--- src/rtl/cache_pkg.sv ---
// Shared types and constants for the cache <-> physical memory adapter.
package cache_pkg;

    localparam int unsigned ADDR_W   = 32;
    localparam int unsigned S_LINE   = 256;
    localparam int unsigned S_BURST  = 64;
    localparam int unsigned S_OFFSET = 5;
    localparam int unsigned BEATS    = S_LINE / S_BURST;

    typedef enum logic [1:0] {
        IDLE  = 2'd0,
        READ  = 2'd1,
        WRITE = 2'd2,
        DONE  = 2'd3
    } adapter_state_t;

    // Mask that clears the in-line byte offset of an address.
    function automatic logic [ADDR_W-1:0] line_addr_mask(input int unsigned offset);
        logic [ADDR_W-1:0] m;
        m = '1;
        return m << offset;
    endfunction

    localparam logic [ADDR_W-1:0] LINE_ADDR_MASK = line_addr_mask(S_OFFSET);

endpackage

--- src/rtl/line_buffer.sv ---
// Line-wide holding register: whole-line load, per-beat load, per-beat read.
module line_buffer
    import cache_pkg::*;
#(
    parameter int unsigned LINE_W = S_LINE,
    parameter int unsigned BEAT_W = S_BURST,
    localparam int unsigned IDX_W = $clog2(LINE_W / BEAT_W)
) (
    input  logic              clk,
    input  logic              rst_n,
    input  logic              i_load_line,
    input  logic [LINE_W-1:0] i_line,
    input  logic              i_load_beat,
    input  logic [IDX_W-1:0]  i_wr_idx,
    input  logic [BEAT_W-1:0] i_beat,
    input  logic [IDX_W-1:0]  i_rd_idx,
    output logic [BEAT_W-1:0] o_rd_beat_c,
    output logic [LINE_W-1:0] o_line
);

    logic [LINE_W-1:0] r_line;

    // Full-line load takes priority; otherwise deposit one beat at its slot.
    always_ff @(posedge clk or negedge rst_n) begin
        if (!rst_n) begin
            r_line <= '0;
        end else if (i_load_line) begin
            r_line <= i_line;
        end else if (i_load_beat) begin
            r_line[int'(i_wr_idx)*BEAT_W +: BEAT_W] <= i_beat;
        end
    end

    assign o_rd_beat_c = r_line[int'(i_rd_idx)*BEAT_W +: BEAT_W];
    assign o_line      = r_line;

endmodule

--- src/rtl/cacheline_adapter.sv ---
// Serves one cache-line read/write as a 4-beat burst to physical memory.
module cacheline_adapter
    import cache_pkg::*;
#(
    parameter int unsigned s_line   = S_LINE,
    parameter int unsigned s_burst  = S_BURST,
    parameter int unsigned s_offset = S_OFFSET
) (
    input  logic               clk,
    input  logic               rst_n,
    input  logic               line_read_i,
    input  logic               line_write_i,
    input  logic [ADDR_W-1:0]  line_address_i,
    input  logic [s_line-1:0]  line_wdata_i,
    output logic [s_line-1:0]  line_rdata_o,
    output logic               line_resp_o,
    output logic               mem_read_o,
    output logic               mem_write_o,
    output logic [ADDR_W-1:0]  mem_address_o,
    output logic [s_burst-1:0] mem_wdata_o,
    input  logic [s_burst-1:0] mem_rdata_i,
    input  logic               mem_resp_i
);

    localparam int unsigned NBEATS = s_line / s_burst;
    localparam int unsigned CNT_W  = $clog2(NBEATS);
    localparam logic [ADDR_W-1:0] ADDR_MASK = line_addr_mask(s_offset);
    localparam logic [CNT_W-1:0]  LAST_BEAT = CNT_W'(NBEATS - 1);

    adapter_state_t     r_state;
    adapter_state_t     w_state_next;
    logic [CNT_W-1:0]   r_cnt;
    logic [CNT_W-1:0]   w_cnt_next;
    logic               r_mem_read;
    logic               r_mem_write;
    logic               r_line_resp;
    logic [ADDR_W-1:0]  r_mem_addr;
    logic [s_burst-1:0] r_mem_wdata;
    logic               w_mem_read_next;
    logic               w_mem_write_next;
    logic               w_line_resp_next;
    logic [ADDR_W-1:0]  w_mem_addr_next;
    logic [s_burst-1:0] w_mem_wdata_next;
    logic               w_load_line;
    logic               w_load_beat;
    logic [CNT_W-1:0]   w_rd_idx;
    logic [s_burst-1:0] w_rd_beat;
    logic [s_line-1:0]  w_line;

    // Next write beat is pre-fetched so mem_wdata_o can be a plain register.
    assign w_rd_idx = CNT_W'(r_cnt + 1'b1);

    line_buffer #(
        .LINE_W (s_line),
        .BEAT_W (s_burst)
    ) u_line_buffer (
        .clk         (clk),
        .rst_n       (rst_n),
        .i_load_line (w_load_line),
        .i_line      (line_wdata_i),
        .i_load_beat (w_load_beat),
        .i_wr_idx    (r_cnt),
        .i_beat      (mem_rdata_i),
        .i_rd_idx    (w_rd_idx),
        .o_rd_beat_c (w_rd_beat),
        .o_line      (w_line)
    );

    // State, beat counter and registered memory-side outputs.
    always_ff @(posedge clk or negedge rst_n) begin
        if (!rst_n) begin
            r_state     <= IDLE;
            r_cnt       <= '0;
            r_mem_read  <= 1'b0;
            r_mem_write <= 1'b0;
            r_line_resp <= 1'b0;
            r_mem_addr  <= '0;
            r_mem_wdata <= '0;
        end else begin
            r_state     <= w_state_next;
            r_cnt       <= w_cnt_next;
            r_mem_read  <= w_mem_read_next;
            r_mem_write <= w_mem_write_next;
            r_line_resp <= w_line_resp_next;
            r_mem_addr  <= w_mem_addr_next;
            r_mem_wdata <= w_mem_wdata_next;
        end
    end

    // Next-state and next-output decode; write wins over read in IDLE.
    always_comb begin
        w_state_next     = r_state;
        w_cnt_next       = r_cnt;
        w_mem_read_next  = 1'b0;
        w_mem_write_next = 1'b0;
        w_line_resp_next = 1'b0;
        w_mem_addr_next  = r_mem_addr;
        w_mem_wdata_next = r_mem_wdata;
        w_load_line      = 1'b0;
        w_load_beat      = 1'b0;
        case (r_state)
            IDLE: begin
                w_cnt_next       = '0;
                w_mem_addr_next  = '0;
                w_mem_wdata_next = '0;
                if (line_write_i) begin
                    w_state_next     = WRITE;
                    w_load_line      = 1'b1;
                    w_mem_write_next = 1'b1;
                    w_mem_addr_next  = line_address_i & ADDR_MASK;
                    w_mem_wdata_next = line_wdata_i[s_burst-1:0];
                end else if (line_read_i) begin
                    w_state_next     = READ;
                    w_mem_read_next  = 1'b1;
                    w_mem_addr_next  = line_address_i & ADDR_MASK;
                end
            end
            READ: begin
                w_mem_read_next = 1'b1;
                if (mem_resp_i) begin
                    w_load_beat = 1'b1;
                    w_cnt_next  = CNT_W'(r_cnt + 1'b1);
                    if (r_cnt == LAST_BEAT) begin
                        w_state_next     = DONE;
                        w_mem_read_next  = 1'b0;
                        w_line_resp_next = 1'b1;
                    end
                end
            end
            WRITE: begin
                w_mem_write_next = 1'b1;
                if (mem_resp_i) begin
                    w_cnt_next       = CNT_W'(r_cnt + 1'b1);
                    w_mem_wdata_next = w_rd_beat;
                    if (r_cnt == LAST_BEAT) begin
                        w_state_next     = DONE;
                        w_mem_write_next = 1'b0;
                        w_line_resp_next = 1'b1;
                        w_mem_wdata_next = '0;
                    end
                end
            end
            DONE: begin
                w_state_next    = IDLE;
                w_cnt_next      = '0;
                w_mem_addr_next = '0;
            end
            default: begin
                w_state_next = IDLE;
                w_cnt_next   = '0;
            end
        endcase
    end

    assign line_rdata_o  = w_line;
    assign line_resp_o   = r_line_resp;
    assign mem_read_o    = r_mem_read;
    assign mem_write_o   = r_mem_write;
    assign mem_address_o = r_mem_addr;
    assign mem_wdata_o   = r_mem_wdata;

endmodule

--- config.mk ---
export PLATFORM = sky130hd
export DESIGN_NAME = cacheline_adapter
export DESIGN_NICKNAME = d
export VERILOG_FILES = /design/src/rtl/cache_pkg.sv /design/src/rtl/line_buffer.sv /design/src/rtl/cacheline_adapter.sv
export SDC_FILE = /design/constraint.sdc
export NUM_CORES = 1
export LEC_CHECK = 0
export ABC_AREA = 1
export BUFFER_PORTS_ARGS = -buffer_cell sky130_fd_sc_hd__buf_4
export CAP_MARGIN = 25
export CORE_AREA = 2 2 281 283
export CTS_CLUSTER_DIAMETER = 200
export DETAILED_ROUTE_END_ITERATION = 8
export DIE_AREA = 0 0 283 285
export PLACE_DENSITY_LB_ADDON = 0.25
export SYNTH_ARGS = -nofsm -noshare
export SYNTH_HDL_FRONTEND = slang
export SYNTH_HIERARCHICAL = 1
export SYNTH_SLANG_ARGS = --single-unit
--- constraint.sdc ---
create_clock -name clk -period 4.25 [get_ports clk]
set_clock_uncertainty 0.15 [all_clocks]
set_input_delay 0.85 -clock clk [delete_from_list [all_inputs] [get_ports clk]]
set_output_delay 0.85 -clock clk [all_outputs]
set_load 0.01 [all_outputs]
==> results of run 1 <==
==> stage by stage <==
stage	utilization	setup WS [ns]	cells
final	0.3892	0.8012	5227
after global routing	0.3892	0.5710	5226
after detailed placement	0.3693	0.8184	5135
after floorplan	-	2.120	3589
after CTS	0.3890	0.7883	5218
after global placement	0.3687	0.7597	5133
==> cells by family after synthesis <==
group | count (synthesis)
AND/OR/NAND/NOR | 2332
buffers and inverters | 673
flip-flops | 354
AO/OA/AOI/OAI | 213
adder cells (fa/ha/maj) | 11
XOR/XNOR | 1
other | 1
==> worst max-delay path, stage by stage, from the launching register on <==
cell,delay (ns)
sky130_fd_sc_hd__dfrtp_1,0.42
sky130_fd_sc_hd__inv_1,0.16
sky130_fd_sc_hd__ha_1,0.39
sky130_fd_sc_hd__nand2_1,0.26
sky130_fd_sc_hd__inv_8,0.13
sky130_fd_sc_hd__buf_4,0.57
sky130_fd_sc_hd__buf_4,0.76
sky130_fd_sc_hd__nand2_1,0.20
sky130_fd_sc_hd__nand2_1,0.13
sky130_fd_sc_hd__inv_1,0.04
sky130_fd_sc_hd__nand2_1,0.04
==> routing by layer <==
layer	GRT usage	vias to the layer above	routed length (um)
met2	0.4402	1259	53050
met1	0.3569	12190	46870
li1	-	12170	-
met4	0.1092	4	4555
met3	0.03976	238	8385
met5	0	-	29
==> worst paths after layout <==
path / startpoint / end / depth (start not counted)
min reg2reg: mem_address_o[7] / mem_address_o[7] / 2
min in group clk: mem_address_o[7] / mem_address_o[7] / 2
max: r_state[0] / u_line_buffer/o_line[172] / 10
min: rst_n / u_line_buffer/o_line[152] / 1
max reg2reg: r_state[0] / u_line_buffer/o_line[172] / 10
max in group asynchronous: rst_n / u_line_buffer/o_line[182] / 2
==> Yosys cell counts (all sizes together) <==
master / number
xnor2: 1
conb: 1
buf: 180
o21ai: 29
nand2: 1613
nand3: 515
dfrtp: 354
o211ai: 128
clkinv: 32
ha: 11
inv: 378
clkbuf: 83
nor2: 204
a21oi: 56
==> power breakdown <==
part / switching (uW) / total (uW) / internal, uW
sequential: 1550 / 6470 / 4920
clock: 1680 / 4030 / 2350
combinational: 8660 / 13600 / 4900
==> registers in the layout, indices dropped and copies added (netlist names) <==
signal and cells:
mem_write_o 1, mem_wdata_o 64, r_cnt 2, mem_address_o 27, u_line_buffer/o_line 256, line_resp_o 1
r_state 2, mem_read_o 1
==> final cells by class <==
cell class,count,share of cell area
flip-flops and latches,354,0.2920
inverters,410,0.05170
clock inverters,11,0.003752
diodes,9,0.0007421
clock buffers,72,0.04679
repair buffers,759,0.1953
multi-input cells,2562,0.3665
well taps,1050,0.04329
==> results.txt, run 1 <==
Leaving out fill and tap cells, the most frequent cells in the layout are sky130_fd_sc_hd__nand2_1, sky130_fd_sc_hd__buf_4, sky130_fd_sc_hd__nand3_1, sky130_fd_sc_hd__inv_1, sky130_fd_sc_hd__dfrtp_1. The number of hold-slack violations in the final timing report is 0. The total wire length came out at 112.9 mm. The worst setup path is captured at a register. Hold timing on the final database bottoms out at a slack of 0.2214 ns. The initial core utilization is 0.2902.

The flip-flop and latch count after synthesis came out at 354. In the final layout, the share of cells above drive strength 1 is 0.2073. After floorplanning, the core was sized to cover 77970 um^2. The number of routed nets with antenna violations came out at 0. The headroom to the max-slew limit came out at 0.2470. The worst-skew pair later-pin latency came out at 0.59 ns.

The data required time of the critical path came out at 4.62 ns. The power density over the cells is 793.1 nW/um^2. The total power of the final layout came out at 24070 uW. TritonCTS built the clock tree. The critical path is of the register to register type. The number of different library cells used by synthesis comes to 24.

Of the total synthesized cell area, the portion taken by AND, OR, NAND and NOR gates is 0.4173. The fraction of synthesized cell area in xor and xnor cells came out at 0.0003870. The largest driver fanout on the critical path is 72. The cell area after synthesis came out at 22630 um^2.

The post-synthesis average cell area came out at 6.312 um^2. Max-cap violations in this run came to 0. The multi-input gate area in the final layout is 11120 um^2. The CTS buffer count is 46. Leaving out fill and tap cells, the most frequent cell in the layout is sky130_fd_sc_hd__nand2_1. The compound-gate portion of the synthesized area was 0.06126. The register clock-pin slew on the reported worst setup and hold paths came out at 0.06 ns. The die is 285 um tall.

The first global-routing pass estimated 164.8 mm of wire. The standard cell area after detailed placement is 28790 um^2. The number of pins with negative max-slew slack in the final report is 0. Setup violations remaining at the end of the flow were counted as 0. The cell chosen for the clock root is sky130_fd_sc_hd__clkbuf_16. The final routed wire length divided by cell count came out at 21.60 um.

The number of DRC markers after the initial detailed-route iteration came out at 2441. The flow ran to the end, and the final reports show no timing, DRC or antenna violations. For this run, the detailed router's first-pass iteration total came to 6. After routing the design area is 30350 um^2. The worst vdd rail ir drop came out at 0.4969 mV. After the last flow step, the layout net total stands at 4501.

The share of Yosys cell area claimed by the top area cell type came out at 0.3915. The count of instances resized after the clock tree is built came out at 0. The worst-case register-to-register setup slack is 0.80 ns. Entering global routing, the biggest net connects 151 pins. The worst-margin pin slew is 1.130 ns. Setup repair after global routing left no endpoint under its margin. The full die area came out at 80660 um^2. The sequential cell area fraction in the yosys report came out at 0.3915. The number of buffers inserted to repair setup after CTS came out at 0. The layout has 8559 filler cells. The weighted congestion reported at the end of routability-driven placement came out at 0.9170. The worst-case clock buffer depth came out at 3. The number of hold buffers added after CTS was 0.

The mux cell area share after synthesis is 0. The post-layout minimum cycle time came out at 3.449 ns. The leftover overflow at the end of global routing came out at 0. From left edge to right edge, the die measures 283 um. The routed via count is 25860.

The number of top-level pins came out at 712. The combinational family with the most area after synthesis is simple AND/OR/NAND/NOR gates. The signed area change from the synthesized netlist to the final layout is 34.11%. For this run, design rule violations remaining after detail routing come to 0. The detailed placer's ending HPWL is 73.36 mm. The fmax came out at 0.2900 GHz. The quantity of I/O buffers inserted on ports is 701.

The number of H-tree branching levels came out at 2. The yosys synthesis warning count came out at 6. The synthesized-area fraction occupied by adder cells is 0.006082. Using the TritonRoute via totals, the vias-per-cell ratio works out to 4.947. The worst setup path is launched from a register. The data arrival time of the critical path came out at 3.82 ns. The total negative slack for setup checks came out at 0 ns.

The synthesized netlist cell count came out at 3585. The number of antenna violations at the first check in global routing is 11. The worst hold path belongs to the class input port to asynchronous set/reset pin. The number of global-route vias before repair came out at 24340. The cell leakage power came out at 0.01706 uW. Counting every sink on the clock net gives 354.

The library cell occupying the most area in the post-synthesis netlist is sky130_fd_sc_hd__dfrtp_1. In the post-synthesis netlist, the biggest area contributors are sky130_fd_sc_hd__dfrtp_1, sky130_fd_sc_hd__nand2_1, sky130_fd_sc_hd__nand3_1, sky130_fd_sc_hd__inv_1, sky130_fd_sc_hd__o211ai_1. The area taken by flip-flops and latches came out at 8862 um^2. The aggregate global-route resource usage came out at 0.2692. The cell row count is 103. The final worst-path cycle share came out at 0.8115.
Power figures use the tool's default switching activity.
==> run 2: changes to the inputs <==
Settings changed: CORE_AREA 2 2 281 283 to 2 2 273 275, DIE_AREA 0 0 283 285 to 0 0 275 277.
Clock period 4.25 ns to 2.8 ns, I/O delays scaled along.
==> results.txt, run 2 (synthesis gave the netlist of run 1 again) <==
The CTS buffer count is 45 (was 46). The number of global-route vias before repair is 24580 (was 24340). The final setup violation count is 0 (unchanged). The quantity of I/O buffers inserted on ports is 701 (unchanged). The largest driver fanout on the critical path is 64 (was 72).

The fmax is 0.3938 GHz (was 0.2900 GHz). The power density over the cells is 1194 nW/um^2 (was 793.1 nW/um^2). The headroom to the max-slew limit was 0.3799 (was 0.2470). The cell row count is 100 (was 103). The number of nets in the finished design came out at 4526 (was 4501). The post-layout utilization of the core is 0.4152 (was 0.3892).

The register clock-pin slew on the reported worst setup and hold paths came out at 0.06 ns (about the same). The total power of the final layout came out at 36490 uW (was 24070 uW). The number of maximum-capacitance violations came to 0 (unchanged).

The master of the slowest instance on the critical path was sky130_fd_sc_hd__dfrtp_1 (was sky130_fd_sc_hd__buf_4). The detailed-routing iteration count for the pre-antenna-repair pass is 6 (unchanged). The full die area came out at 76180 um^2 (was 80660 um^2). The y dimension of the die is 277 um (was 285 um).

The count of hold-fix buffers inserted at cts came out at 1 (was 0). The critical path launch point type was a register (unchanged). The most numerous cell on the critical path is sky130_fd_sc_hd__nand2_1 (unchanged). The number of flip-flops in the largest register is 256 (unchanged). Commonest cells after routing, fill and taps aside: sky130_fd_sc_hd__nand2_1, sky130_fd_sc_hd__buf_4, sky130_fd_sc_hd__nand3_1, sky130_fd_sc_hd__inv_1, sky130_fd_sc_hd__dfrtp_1 (unchanged). The number of hold-slack violations in the final timing report was 0 (unchanged). The initial core utilization came out at 0.3076 (was 0.2902). The count of instances resized after the clock tree is built is 0 (unchanged). The leftover overflow at the end of global routing is 0 (unchanged). The data arrival time of the critical path is 2.85 ns (was 3.82 ns). The cell leakage power is 0.01722 uW (was 0.01706 uW). The worst-skew pair later-pin latency is 0.58 ns (was 0.59 ns). The number of buffers inserted to repair setup after CTS came out at 0 (unchanged). The instance count after placement with tap cells included was 5079 (was 5135). RSZ-0062 raised after global routing: false (unchanged). The most common cell after layout, fill and taps aside is sky130_fd_sc_hd__nand2_1 (unchanged). The floorplan die width is 275 um (was 283 um). The worst vdd rail ir drop is 0.9111 mV (was 0.4969 mV).

The final standard cell count with taps included and fillers excluded is 5174 (was 5227). The number of pins with negative max-slew slack in the final report was 0 (unchanged). The worst-case clock buffer depth is 3 (unchanged). The biggest cell delay along the critical path was 0.43 ns (was 0.76 ns). The final design instance area without fill is 30550 um^2 (was 30350 um^2). The ratio of cells with drive above 1 in the final layout came out at 0.2125 (was 0.2073). The wire length of the first global-routing pass came out at 159.1 mm (was 164.8 mm). The total number of clock tree sinks is 354 (unchanged). The total negative slack for setup checks is 0 ns (unchanged).

The kind of critical path is register to register (unchanged). The signed area change from the synthesized netlist to the final layout came out at 34.99% (was 34.11%). The clock tree from TritonCTS is built (unchanged). The final worst-path cycle share is 0.9070 (was 0.8115). The weighted congestion reported at the end of routability-driven placement was 0.8920 (was 0.9170). The number of top-level pins was 712 (unchanged). The aggregate global-route resource usage came out at 0.2753 (was 0.2692).

Status: completed (unchanged). The number of DRC markers after the initial detailed-route iteration was 2532 (was 2441). The data required time of the critical path came out at 3.11 ns (was 4.62 ns).

The sort of element at the end of the critical path was a register (unchanged). The post-layout minimum cycle time is 2.539 ns (was 3.449 ns). The total wire length came to 108.3 mm (was 112.9 mm).

The number of routed nets with antenna violations is 0 (unchanged). The worst-margin pin slew was 0.9302 ns (was 1.130 ns). The number of H-tree branching levels came out at 2 (unchanged). The final routed wire length divided by cell count came to 20.94 um (was 21.60 um). The cell chosen for the clock root is sky130_fd_sc_hd__clkbuf_16 (unchanged). The total of fill cells in the finished design is 7909 (was 8559). The detailed placer's ending HPWL is 72.28 mm (was 73.36 mm). The class of the tightest hold or removal check was input port to register (was input port to asynchronous set/reset pin). The number of antenna violations at the first check in global routing came out at 15 (was 11). The number of vias per cell after detailed routing is 5.000 (was 4.947). The maximum number of pins on one net before global-route repair came out at 111 (was 151). Critical-path cell list: inv_1 -> ha_1 -> nand2_1 -> inv_8 -> clkinv_8 -> nand2_4 -> buf_12 -> nor2_1 -> nand3_1 -> nand2_1 (was inv_1 -> ha_1 -> nand2_1 -> inv_8 -> buf_4 -> buf_4 -> nand2_1 -> nand2_1 -> inv_1 -> nand2_1). The placeable core region is 73570 um^2 (was 77970 um^2). The routed via count is 25870 (was 25860). The DRC violation count after routing was 0 (unchanged). The standard cell area after detailed placement is 29040 um^2 (was 28790 um^2).
## run 2: cell count changes in the layout (fill, tap and decap cells not counted), sizes merged
cell         change
buf             +25
diode            +3
inv              +3
clkinvlp         +2
clkbuf           -6
dlygate4sd3      +1
## run 2: final cells by class
class | count | area (um^2) | area share
Multi-Input combinational cell | 2562 | 11120 | 0.3641
Sequential cell | 354 | 8862 | 0.2901
Timing Repair Buffer | 785 | 6286 | 0.2058
Inverter | 410 | 1569 | 0.05136
Clock buffer | 66 | 1345 | 0.04403
Tap cell | 969 | 1212 | 0.03969
Clock inverter | 16 | 121.4 | 0.003973
Antenna cell | 12 | 30.03 | 0.0009830
## run 2: layer usage
layer  global-route usage  vias to the layer above  part of all wire
met5                    0                        -           0.00026
met3              0.04656                      219             0.088
met2               0.4395                     1358              0.46
met1               0.3663                    12090              0.41
li1                     -                    12210                 -
met4               0.1157                        4             0.040
## run 2: through the flow
| stage | worst slack, ns | hold slack (ns) |
|---|---|---|
| detailed placement | 0.2808 | 0.3260 |
| global route | 0.08279 | 0.05440 |
| floorplan | 0.8985 | 0.1144 |
| global placement | 0.2794 | 0.3242 |
| finish | 0.2605 | 0.06228 |
| CTS | 0.2400 | 0.02255 |
## run 2: path summary, 6_finish.rpt
| path | end | slack [ns] | startpoint | depth (start not counted) |
|---|---|---|---|---|
| max | u_line_buffer/o_line[43] | 0.26 | r_state[0] | 10 |
| min | r_cnt[1] | 0.06 | mem_resp_i | 2 |
| max reg2reg | u_line_buffer/o_line[43] | 0.26 | r_state[0] | 10 |
| min reg2reg | mem_address_o[26] | 0.34 | mem_address_o[26] | 2 |
| max in group asynchronous | mem_wdata_o[36] | 1.20 | rst_n | 4 |
| min in group asynchronous | u_line_buffer/o_line[217] | 0.39 | rst_n | 2 |
## run 2: critical path, delay by kind of cell, from the launching register on
kind	cells	cell delay, ns
adder cells (fa/ha/maj)	1	0.20
buffers and inverters	4	0.99
flip-flops	1	0.43
AND/OR/NAND/NOR	5	0.53
## run 2: where the power goes
group | total, uW | internal (uW) | switching [uW]
logic | 20800 | 7680 | 13200
clock network | 5880 | 3420 | 2470
registers | 9760 | 7470 | 2290
total | 36500 | 18600 | 17900
==> run 3: changes to the inputs <==
Settings changed: PLACE_DENSITY from default to 0.6, PLACE_DENSITY_LB_ADDON 0.25 to default.
==> results.txt, run 3 (synthesis gave the netlist of run 1 again) <==
Status: completed (unchanged). The number of buffers inserted to repair setup after CTS came out at 0 (unchanged). The headroom to the max-slew limit came out at 0.3082 (was 0.3799). The number of vias per cell after detailed routing came out at 5.039 (was 5.000).

The clock share of power is 0.165 (was 0.161). The total wire length was 108.8 mm (was 108.3 mm). Commonest cells after routing, fill and taps aside: sky130_fd_sc_hd__nand2_1, sky130_fd_sc_hd__buf_4, sky130_fd_sc_hd__nand3_1, sky130_fd_sc_hd__inv_1, sky130_fd_sc_hd__dfrtp_1 (unchanged). The placeable core region is 73570 um^2 (unchanged). The quantity of I/O buffers inserted on ports came to 701 (unchanged). The post-layout minimum cycle time is 2.608 ns (was 2.539 ns). The number of maximum-capacitance violations came out at 0 (unchanged). Critical-path cell list: inv_1 -> ha_1 -> nand2_1 -> inv_1 -> nand2_4 -> buf_4 -> nand3_1 -> nand2_1 -> inv_1 -> nand2_1 (was inv_1 -> ha_1 -> nand2_1 -> inv_8 -> clkinv_8 -> nand2_4 -> buf_12 -> nor2_1 -> nand3_1 -> nand2_1). The full die area is 76180 um^2 (unchanged). The y dimension of the die is 277 um (unchanged). The detailed placer's ending HPWL is 72.69 mm (was 72.28 mm). The initial core utilization is 0.3076 (unchanged). The floorplan die width is 275 um (unchanged). The fmax is 0.3835 GHz (was 0.3938 GHz).

The power share of the sequential group is 0.266 (was 0.267). The master of the slowest instance on the critical path is sky130_fd_sc_hd__buf_4 (was sky130_fd_sc_hd__dfrtp_1). The worst-margin pin slew came out at 1.038 ns (was 0.9302 ns). The switching power is 17960 uW (was 17920 uW). The standard cell area after detailed placement is 28980 um^2 (was 29040 um^2). The area taken by flip-flops and latches is 8862 um^2 (unchanged). The critical path launch point type is a register (unchanged). The most common cell after layout, fill and taps aside is sky130_fd_sc_hd__nand2_1 (unchanged). The power density over the cells came out at 1204 nW/um^2 (was 1194 nW/um^2). The number of flip-flops in the largest register was 256 (unchanged). The number of hold-slack violations in the final timing report came to 0 (unchanged).

The CTS buffer count is 46 (was 45). The DRC violation count after routing is 0 (unchanged). The multi-input gate area in the final layout came out at 11120 um^2 (unchanged).

The count of instances resized after the clock tree is built is 0 (unchanged). The leftover overflow at the end of global routing is 0 (unchanged). The detailed-routing iteration count for the pre-antenna-repair pass came out at 6 (unchanged).

The number of H-tree branching levels is 2 (unchanged). The fraction of power spent switching nets was 0.4891 (was 0.4911). The data arrival time of the critical path is 2.97 ns (was 2.85 ns).

The data required time of the critical path is 3.16 ns (was 3.11 ns). The total of fill cells in the finished design came out at 7928 (was 7909). The number of pins with negative max-slew slack in the final report is 0 (unchanged).

The class of the tightest hold or removal check is input port to register (unchanged). The routed via count is 26020 (was 25870). The aggregate global-route resource usage is 0.2766 (was 0.2753).

The register clock-pin slew on the reported worst setup and hold paths came out at 0.06 ns (about the same). The largest driver fanout on the critical path is 68 (was 64). The number of DRC markers after the initial detailed-route iteration is 2527 (was 2532). The worst vdd rail ir drop is 0.6600 mV (was 0.9111 mV). The biggest cell delay along the critical path was 0.68 ns (was 0.43 ns).

The worst-skew pair later-pin latency came out at 0.57 ns (was 0.58 ns). The kind of critical path is register to register (unchanged). The final worst-path cycle share came out at 0.9314 (was 0.9070). The final design instance area without fill came out at 30500 um^2 (was 30550 um^2). The number of top-level pins is 712 (unchanged). The total number of clock tree sinks is 354 (unchanged). The cell row count is 100 (unchanged). The weighted congestion reported at the end of routability-driven placement is 0.8971 (was 0.8920).

The maximum number of pins on one net before global-route repair was 102 (was 111). The clock tree from TritonCTS is built (unchanged). The total negative slack for setup checks is 0 ns (unchanged). RSZ-0062 raised after global routing: false (unchanged). The number of routed nets with antenna violations came out at 0 (unchanged). The cell chosen for the clock root is sky130_fd_sc_hd__clkbuf_16 (unchanged). The cell leakage power is 0.01720 uW (was 0.01722 uW). The sort of element at the end of the critical path is a register (unchanged). The worst-case clock buffer depth is 3 (unchanged).

The internal portion of total power came out at 18750 uW (was 18570 uW). The number of nets in the finished design was 4527 (was 4526). The combinational power share came to 0.569 (was 0.571). The number of antenna violations at the first check in global routing came out at 6 (was 15). The number of global-route vias before repair is 24990 (was 24580).

The ratio of cells with drive above 1 in the final layout came to 0.2106 (was 0.2125). The wire length of the first global-routing pass is 159.8 mm (was 159.1 mm). The count of hold-fix buffers inserted at cts is 1 (unchanged). The final setup violation count came to 0 (unchanged). The final routed wire length divided by cell count was 21.07 um (was 20.94 um). The signed area change from the synthesized netlist to the final layout is 34.77% (was 34.99%).
## run 3: cell types whose count changed in the layout (fill, tap and decap cells not counted), sizes merged
| cell | before | now |
|---|---|---|
| clkinv | 45 | 43 |
| clkinvlp | 2 | 0 |
| clkbuf | 66 | 63 |
| inv | 378 | 376 |
| diode | 12 | 6 |
| bufinv | 1 | 5 |
## run 3: worst paths after layout
check,start,to,slack (ns),depth (start not counted)
max,r_state[1],u_line_buffer/o_line[236],0.19,10
min,line_address_i[16],mem_address_o[16],0.08,3
max reg2reg,r_state[1],u_line_buffer/o_line[236],0.19,10
min reg2reg,mem_address_o[27],mem_address_o[27],0.34,2
max in group asynchronous,rst_n,u_line_buffer/o_line[185],1.34,3
min in group asynchronous,rst_n,u_line_buffer/o_line[90],0.36,2
## run 3: cell type report
type	count	area share
inverter	410	0.05145
antenna	6	0.0004923
multi-input combinational	2562	0.3647
sequential	354	0.2906
clock inverter	14	0.006646
clock buffer	63	0.04217
timing repair buffer	785	0.2042
tap	969	0.03975
## run 3: per-layer routing
layer | routed length (um) | track usage | vias to the layer above
li1 | - | - | 12210
met5 | 0 | 0 | -
met2 | 50520 | 0.4479 | 1392
met1 | 43100 | 0.3563 | 12120
met3 | 10050 | 0.05072 | 297
met4 | 5099 | 0.1270 | 0
## run 3: power by group through the flow
stage | clock [uW] | sequential (uW) | combinational (uW)
after floorplan | 0 | 10100 | 10700
after global placement | 0 | 9760 | 20400
after detailed placement | 0 | 9760 | 20600
after CTS | 6160 | 9720 | 20700
after global routing | 6340 | 9990 | 22800
final | 6060 | 9760 | 20900
## run 3: worst max-delay path, delay by kind of cell, from the launching register on
kind	cells	cell delay [ns]
flip-flops	1	0.46
adder cells (fa/ha/maj)	1	0.21
buffers and inverters	4	1.02
AND/OR/NAND/NOR	5	0.53
## run 3: per-stage QoR
| stage | instances | power [uW] | setup WS, ns | util | hold WS [ns] |
|---|---|---|---|---|---|
| finish | 5163 | 36710 | 0.1922 | 0.4145 | 0.08392 |
| global route | 5162 | 39120 | 0.05271 | 0.4145 | 0.06779 |
| CTS | 5157 | 36540 | 0.2786 | 0.4143 | 0.04367 |
| detailed placement | 5079 | 30340 | 0.2959 | 0.3940 | 0.3287 |
| global placement | 5079 | 30190 | 0.3345 | 0.3940 | 0.3182 |
| floorplan | 3589 | 20730 | 0.8985 | - | 0.1144 |
